[src/rtl/b_tile_loader_if.sv]
// b_tile_loader_if: job control, B-memory read port and PE weight-row write port.
// Ports: start/B_load in, B_load_done/load_overrun out,
//   mem_rd_en/mem_addr out, mem_rd_data/mem_rd_valid in,
//   b_wr_en/b_wr_row/b_wr_data out (master = loader side, slave = host side).
interface b_tile_loader_if #(
    parameter int W      = 8,
    parameter int N      = 16,
    parameter int ADDR_W = 8
);
    localparam int ROW_W = $clog2(N);

    logic              start;
    logic              B_load;
    logic              B_load_done;
    logic              mem_rd_en;
    logic [ADDR_W-1:0] mem_addr;
    logic [N*W-1:0]    mem_rd_data;
    logic              mem_rd_valid;
    logic              b_wr_en;
    logic [ROW_W-1:0]  b_wr_row;
    logic [N*W-1:0]    b_wr_data;
    logic              load_overrun;

    modport master (
        input  start, B_load, mem_rd_data, mem_rd_valid,
        output B_load_done, mem_rd_en, mem_addr,
        output b_wr_en, b_wr_row, b_wr_data, load_overrun
    );

    modport slave (
        output start, B_load, mem_rd_data, mem_rd_valid,
        input  B_load_done, mem_rd_en, mem_addr,
        input  b_wr_en, b_wr_row, b_wr_data, load_overrun
    );
endinterface

[src/rtl/b_tile_loader.sv]
// b_tile_loader: walks the N x N tiles of B (k inner, c outer), reads N rows
// per tile from B memory and streams them into the PE weight rows.
// Ports: clk, rst_n (async, active-low), bus (b_tile_loader_if.master):
//   start/B_load in, B_load_done/load_overrun out, memory read port,
//   PE row write port (b_wr_*), write data passed straight from mem_rd_data.
module b_tile_loader #(
    parameter int W             = 8,
    parameter int N             = 16,
    parameter int DATA_B_SIZE_X = 64,
    parameter int DATA_B_SIZE_Y = 64,
    parameter int ADDR_W        = $clog2(DATA_B_SIZE_X*DATA_B_SIZE_Y/N)
) (
    input logic             clk,
    input logic             rst_n,
    b_tile_loader_if.master bus
);
    localparam int KT    = DATA_B_SIZE_Y / N;
    localparam int CT    = DATA_B_SIZE_X / N;
    localparam int ROW_W = $clog2(N);
    localparam int KW    = (KT > 1) ? $clog2(KT) : 1;
    localparam int CW    = (CT > 1) ? $clog2(CT) : 1;

    localparam logic [1:0] S_IDLE  = 2'd0;
    localparam logic [1:0] S_ISSUE = 2'd1;
    localparam logic [1:0] S_DRAIN = 2'd2;
    localparam logic [1:0] S_DONE  = 2'd3;

    logic [1:0]        state;
    logic [KW-1:0]     k_idx;
    logic [CW-1:0]     c_idx;
    logic [ROW_W-1:0]  iss_r;
    logic [ROW_W-1:0]  ret_r;
    logic              overrun;

    logic              busy;
    logic              accept;
    logic              last_ret;
    logic              last_iss;
    logic [ADDR_W-1:0] row_addr;

    assign busy     = (state == S_ISSUE) || (state == S_DRAIN);
    assign accept   = busy && bus.mem_rd_valid;
    assign last_ret = accept && (ret_r == ROW_W'(N - 1));
    assign last_iss = (iss_r == ROW_W'(N - 1));

    // Row-major B: tile row r of tile (k,c) is word (k*N + r)*CT + c.
    assign row_addr = ADDR_W'((32'(k_idx) * N + 32'(iss_r)) * CT
                              + 32'(c_idx));

    assign bus.mem_rd_en    = (state == S_ISSUE);
    assign bus.mem_addr     = bus.mem_rd_en ? row_addr : '0;
    assign bus.b_wr_en      = accept;
    assign bus.b_wr_row     = ret_r;
    assign bus.b_wr_data    = bus.mem_rd_data;
    // A start in the DONE cycle aborts the tile, so the pulse is withheld.
    assign bus.B_load_done  = (state == S_DONE) && !bus.start;
    assign bus.load_overrun = overrun;

    always_ff @(posedge clk or negedge rst_n) begin
        if (!rst_n) begin
            state   <= S_IDLE;
            k_idx   <= '0;
            c_idx   <= '0;
            iss_r   <= '0;
            ret_r   <= '0;
            overrun <= 1'b0;
        end else begin
            if (bus.start) begin
                overrun <= 1'b0;
            end else if (state != S_IDLE && bus.B_load) begin
                overrun <= 1'b1;
            end

            if (bus.start && state != S_IDLE) begin
                state <= S_IDLE;
                k_idx <= '0;
                c_idx <= '0;
            end else begin
                if (bus.start) begin
                    k_idx <= '0;
                    c_idx <= '0;
                end
                case (state)
                    S_IDLE: begin
                        if (bus.B_load) begin
                            state <= S_ISSUE;
                            iss_r <= '0;
                            ret_r <= '0;
                        end
                    end
                    S_ISSUE: begin
                        iss_r <= iss_r + 1'b1;
                        if (accept) ret_r <= ret_r + 1'b1;
                        if (last_ret) begin
                            state <= S_DONE;
                        end else if (last_iss) begin
                            state <= S_DRAIN;
                        end
                    end
                    S_DRAIN: begin
                        if (accept) ret_r <= ret_r + 1'b1;
                        if (last_ret) state <= S_DONE;
                    end
                    S_DONE: begin
                        state <= S_IDLE;
                        if (k_idx == KW'(KT - 1)) begin
                            k_idx <= '0;
                            if (c_idx == CW'(CT - 1)) begin
                                c_idx <= '0;
                            end else begin
                                c_idx <= c_idx + 1'b1;
                            end
                        end else begin
                            k_idx <= k_idx + 1'b1;
                        end
                    end
                    default: state <= S_IDLE;
                endcase
            end
        end
    end
endmodule

[src/flat_wrapper.sv]
// flat-port wrapper written by rule: the top's interface ports become plain ports
module b_tile_loader_flat 
#(
    parameter int W             = 8,
    parameter int N             = 16,
    parameter int DATA_B_SIZE_X = 64,
    parameter int DATA_B_SIZE_Y = 64,
    parameter int ADDR_W        = $clog2(DATA_B_SIZE_X*DATA_B_SIZE_Y/N)
)
  (clk, rst_n, bus_start, bus_B_load, bus_mem_rd_data, bus_mem_rd_valid, bus_B_load_done, bus_mem_rd_en, bus_mem_addr, bus_b_wr_en, bus_b_wr_row, bus_b_wr_data, bus_load_overrun);
  b_tile_loader_if #(.W(W), .N(N), .ADDR_W(ADDR_W)) bus_i ();
  input logic clk;
  input logic rst_n;
  input wire logic [$bits(bus_i.start)-1:0] bus_start;
  input wire logic [$bits(bus_i.B_load)-1:0] bus_B_load;
  input wire logic [$bits(bus_i.mem_rd_data)-1:0] bus_mem_rd_data;
  input wire logic [$bits(bus_i.mem_rd_valid)-1:0] bus_mem_rd_valid;
  output wire logic [$bits(bus_i.B_load_done)-1:0] bus_B_load_done;
  output wire logic [$bits(bus_i.mem_rd_en)-1:0] bus_mem_rd_en;
  output wire logic [$bits(bus_i.mem_addr)-1:0] bus_mem_addr;
  output wire logic [$bits(bus_i.b_wr_en)-1:0] bus_b_wr_en;
  output wire logic [$bits(bus_i.b_wr_row)-1:0] bus_b_wr_row;
  output wire logic [$bits(bus_i.b_wr_data)-1:0] bus_b_wr_data;
  output wire logic [$bits(bus_i.load_overrun)-1:0] bus_load_overrun;
  assign bus_i.start = bus_start;
  assign bus_i.B_load = bus_B_load;
  assign bus_i.mem_rd_data = bus_mem_rd_data;
  assign bus_i.mem_rd_valid = bus_mem_rd_valid;
  assign bus_B_load_done = bus_i.B_load_done;
  assign bus_mem_rd_en = bus_i.mem_rd_en;
  assign bus_mem_addr = bus_i.mem_addr;
  assign bus_b_wr_en = bus_i.b_wr_en;
  assign bus_b_wr_row = bus_i.b_wr_row;
  assign bus_b_wr_data = bus_i.b_wr_data;
  assign bus_load_overrun = bus_i.load_overrun;
  b_tile_loader #(.W(W), .N(N), .DATA_B_SIZE_X(DATA_B_SIZE_X), .DATA_B_SIZE_Y(DATA_B_SIZE_Y), .ADDR_W(ADDR_W)) u_core (.clk(clk), .rst_n(rst_n), .bus(bus_i));
endmodule
[config.mk]
export PLATFORM = sky130hd
export DESIGN_NAME = b_tile_loader_flat
export DESIGN_NICKNAME = d
export VERILOG_FILES = /design/src/rtl/b_tile_loader_if.sv /design/src/rtl/b_tile_loader.sv /design/src/flat_wrapper.sv
export SDC_FILE = /design/constraint.sdc
export NUM_CORES = 1
export LEC_CHECK = 0
export BUFFER_PORTS_ARGS = -buffer_cell sky130_fd_sc_hd__buf_2
export CORE_AREA = 2 2 106 108
export DETAILED_ROUTE_END_ITERATION = 8
export DIE_AREA = 0 0 108 110
export GPL_ROUTABILITY_DRIVEN = 0
export PLACE_DENSITY = 0.66
export SLEW_MARGIN = 0
export SYNTH_ARGS = -nofsm -noshare
export SYNTH_HDL_FRONTEND = slang
export SYNTH_SLANG_ARGS = --single-unit
[constraint.sdc]
create_clock -name clk -period 1.6 [get_ports clk]
set_clock_uncertainty 0.1 [all_clocks]
set_input_delay 0.32 -clock clk [delete_from_list [all_inputs] [get_ports clk]]
set_output_delay 0.32 -clock clk [all_outputs]
set_load 0.005 [all_outputs]
======== Word-level counts from Yosys, hierarchy flattened ========
Index checks and enable logic that the tools add are counted.
storage, ports and cells
  logic and storage cells ................. 64
  output and inout bits ................... 144
  input port bits ......................... 133
  bits in registers ....................... 15
operators by class
  eq/ne operators ......................... 12
  muxes and demuxes ....................... 22
  reductions and logical operators ........ 17
  $add $sub $neg .......................... 6
  bitwise gates (word level) .............. 1
operators by type and width
  operator               number
  $mux W2                14
  $pmux W4 S2            2
  $add A4 B1 Y4 const B  2
  $add A8 B2 Y8          1
  $eq A2 B2 Y1 const B   4
  $eq A4 B4 Y1 const B   2
  $mux W4                2
  $mux W8                1
  $pmux W2 S4            1
  $reduce_bool A2 Y1     4
  $add A6 B4 Y6          1
  $ne A3 B2 Y1 const B   2
  $reduce_and A3 Y1      2
  $logic_and A1 B1 Y1    5
  $add A2 B1 Y2 const B  2
  $ne A4 B4 Y1 const B   1
  $reduce_and A4 Y1      1
  $reduce_bool A3 Y1     1
  $eq A2 B1 Y1 const B   1
  $logic_not A2 Y1       1
  $mux W1                2
  $ne A2 B1 Y1 const B   1
  $ne A2 B2 Y1 const B   1
  $reduce_or A2 Y1       1
  3 further kinds        3

======== Longest topological paths before layout ========
  depth in word-level cells ............... 7
  depth in mapped cells ................... 7
  depth with buffers taken out ............ 6

======== Worst setup path after synthesis ========
Ideal clock, no wire load.
  path type ............................... flip-flop to flip-flop
  start point ............................. register u_core.state[0]
  end point ............................... register u_core.iss_r[2]
  clock period less this slack ............ 1731 ps
  arrival ................................. 1510 ps
  setup slack ............................. -131 ps
  path buffers ............................ 1
  stages on the path, launching flop included .. 8
  required time ........................... 1379 ps
  library setup time ...................... 121 ps
  path through ............................ dfrtp_1 > inv_1 > ha_1 > buf_6 > nor2b_4 > nor3_1 > mux2_2 > a22o_1
on the way
  longest elaborated chain between the ends .. 4
  elaborated cells on any way between the ends .. 9
  classes of those cells .................. eq/ne (2); mux (1); bitwise (1); reduce/logical (5)
ends and longest elaborated chain
  what                                                       RTL line             source
  start: declaration                                         b_tile_loader.sv:28  logic [1:0] state;
  start signal: assignment                                   b_tile_loader.sv:61  state <= S_IDLE;
  start signal: assignment                                   b_tile_loader.sv:75  state <= S_IDLE;
  start signal: assignment                                   b_tile_loader.sv:86  state <= S_ISSUE;
  branches (longest 4 deep; another with $reduce_and A3 Y1)  -
  end signal: assignment                                     b_tile_loader.sv:92  iss_r <= iss_r + 1'b1;
  end: declaration                                           b_tile_loader.sv:31  logic [ROW_W-1:0] iss_r;
Parallel ways; which one is timed is not known.
A chain may end at the register's enable or synchronous reset.

======== Final worst setup path ========
  start point ............................. register u_core.state[1]
  end point ............................... output port bus_mem_addr[3]
on the way
  longest elaborated chain between the ends .. 2
ends and longest elaborated chain
  what              RTL line             source
  $eq A2 B1 Y1      b_tile_loader.sv:50  assign bus.mem_rd_en = (state == S_ISSUE);
  $mux W8           b_tile_loader.sv:51  assign bus.mem_addr = bus.mem_rd_en ? row_addr : '0;
  end: declaration  flat_wrapper.sv:20   output wire logic [$bits(bus_i.mem_addr)-1:0] bus_mem_addr;
Every way passes these cells.

==> flow_metrics.tcl <==
set metrics [dict create \
    multi_input_area_um2 783 \
    area_growth_syn_to_layout_pct -3.58 \
    ant_nets 0 \
    hp-class "input port to flip-flop" \
    synthArstFlopShare 1.00 \
    layout.cells.non_filler 300 \
    relSlewSlack 0.749 \
    fmax_ghz 0.578 \
    hold_ws_ns 0.323 \
    post_synth_num_cell_types 33 \
    vias 1170 \
    r2r_slack_ns -0.12 \
    seqCellArea_um2 377 \
    avgSynthCellArea_um2 8.30 \
    tightestPinTransition_ns 0.377 \
    cp_data_required_time_ns 1.18 \
    numClockSinks 15 \
    initial_utilization 0.183 \
    grt.overflow.total 0 \
    h-tree-depth 1 \
    power_mw 2.95 \
    place_inst 279 \
    synthCells 236 \
    max-vdd-ir-drop_mv 0.459 \
    rsz0062_at_grt "true" \
    crit_type "flip-flop to output port" \
    drc 0 \
    crit_fanout 5 \
    r2r-start "u_core.state[1]$_DFFE_PN0P_" \
    finalWorstSetupSlack_ns -0.130 \
    fillCellCount 1183 \
    end_kind "output port" \
    power.density_nw_per_um2 1560 \
    firstDrtPassIters 4 \
    die_h_um 110 \
    cts_root_buffer "clkbuf_8" \
    holdPathEnd "u_core.bus.load_overrun$_DFFE_PN0P_" \
    vias_per_cell 3.90 \
    coreArea_um2 10700 \
    hold_start "bus_B_load" \
    row_count 38 \
    die-area_um2 11900 \
    synth_edf_count 0 \
    dieWidth_um 108 \
    setup_viol_count_final 20 \
    avgRoutedWirePerCell_um 15.2 \
    final_common_cell "buf_4" \
    antenna_found_initial 0 \
    final_core_util 0.176 \
    slew_violations 0 \
    drive_gt1_frac 0.581 \
    drt-total-wl_um 4550 \
    cap_viol_max_count 0 \
    ys_ff_latch 15 \
    r2r_end "u_core.iss_r[2]$_DFFE_PN0P_" \
    yosysSeqAreaShare 0.192 \
    grt_pass1_wl_um 6790 \
    period_needed_ns 1.73 \
    hpwlAfterDp_um 3090 \
    grt_max_degree 16 \
    first_global_vias 1284 \
    fin_crit_sh 1.08 \
    grt_usage 0.0740 \
    syn-num-nets 378 \
    mostFrequentLayoutCells "buf_4 (20), buf_6 (18), dfrtp_1 (14), buf_2 (10), and2_4 (8)" \
    synth_warnings 0 \
    clk_pin_slew_ns 0.06 \
    status "complete, but fails checks" \
    power.static_leakage_nw 0.794 \
    io_pins 277 \
    hold_depth 3 \
    insertion_delay_ns 0.25 \
    cts_tree "done" \
    hold_viol_final 0 \
    port_buffers 20 \
    rr_worst_depth 7 \
    diodes 0 \
    cp.arrival_ns 1.31 \
    drt_iter0_drc 42 \
    cts_max_path_buffers 2 \
    nNetsFinal 303 \
    violations "setup timing" \
    syn_area_um2 1960 \
    ys.flop_type "dfrtp_1" \
    numCtsBuffers 3 \
    startpoint_type "flip-flop" \
    fin_tns_setup_ns -1.73 \
]
[synth_stat cells, drive strengths merged (2+ instances only)]
cell type	n	area (um2)
a21oi	2	10.0
and2	9	56.3
buf	129	972
clkbuf	3	11.3
dfrtp	15	375
ha	9	113
inv	8	30.0
mux2i	3	30.0
nand2	7	26.3
nand3	7	35.0
nor2	8	30.0
nor2b	4	35.0
nor3	2	10.0
nor4	4	31.3
o21ai	10	50.1
o22ai	2	12.5
xnor2	2	17.5
[critical path, stage by stage (launching register included)]
cell	delay (ns)
dfrtp_1	0.41
inv_4	0.12
ha_4	0.19
buf_12	0.12
and2_4	0.13
buf_6	0.08
[repair_timing]
item                       4_1_cts  5_1_grt
setup buffers                   13        5
setup endpoints to repair       19       22
hold endpoints to repair        15        0
hold buffers                     1        0
pin swaps                        8       11
resized for setup               39       25
[kinds of logic after synthesis]
| family | count (synthesis) | share of synthesized area |
|---|---|---|
| adder cells (fa/ha/maj) | 9 | 0.0575 |
| XOR/XNOR | 2 | 0.00895 |
| buffers and inverters | 140 | 0.518 |
| multiplexers | 4 | 0.0211 |
| AND/OR/NAND/NOR | 42 | 0.122 |
| AO/OA/AOI/OAI | 24 | 0.0812 |
| flip-flops | 15 | 0.192 |
[layer usage]
metal | up-vias | part of all wire | global-route usage
met5 | - | 0 | 0
met1 | 546 | 0.34 | 0.0741
met4 | 0 | 0.11 | 0.0714
li1 | 489 | - | -
met3 | 68 | 0.12 | 0.0400
met2 | 67 | 0.43 | 0.109
[flip-flops by register name (all words and copies together), names as in the netlist]
name,cells
u_core.bus.b_wr_row,4
u_core.c_idx,2
u_core.k_idx,2
u_core.bus.load_overrun,1
u_core.iss_r,4
u_core.state,2
[power by group]
part           switching [mW]  leakage, nW  internal, mW
logic                   0.899        0.571          1.09
clock network           0.140       0.0228         0.177
registers               0.140        0.200         0.496
total                    1.18        0.794          1.77
[final cells by class]
type,instances,area share
Clock buffer,4,0.0239
Inverter,8,0.0186
Multi-Input combinational cell,81,0.415
Sequential cell,15,0.199
Tap cell,140,0.0928
Timing Repair Buffer,52,0.250
[through the flow]
step / worst slack [ns] / area (um2)
6_report: -0.130 / 1890
5_1_grt: -0.191 / 1890
4_1_cts: -0.113 / 1750
3_5_place_dp: -0.115 / 1400
3_3_place_gp: -0.0174 / 1400
2_1_floorplan: -0.0351 / 1980
[how the worst max path moves through the flow]
| stage | startpoint | endpoint | slack, ns | cells after the start |
|---|---|---|---|---|
| after global placement | u_core.state[0]$_DFFE_PN0P_ | u_core.state[0]$_DFFE_PN0P_ | -0.02 | 6 |
| final | u_core.state[1]$_DFFE_PN0P_ | bus_mem_addr[3] | -0.13 | 5 |
| after floorplan | u_core.state[0]$_DFFE_PN0P_ | u_core.iss_r[2]$_DFFE_PN0P_ | -0.04 | 7 |
| after detailed placement | u_core.state[0]$_DFFE_PN0P_ | u_core.state[0]$_DFFE_PN0P_ | -0.11 | 6 |
| after CTS | u_core.state[0]$_DFFE_PN0P_ | bus_mem_addr[4] | -0.11 | 4 |
| after global routing | u_core.state[0]$_DFFE_PN0P_ | u_core.bus.b_wr_row[3]$_DFFE_PN0P_ | -0.19 | 7 |
Power figures use the tool's default switching activity.
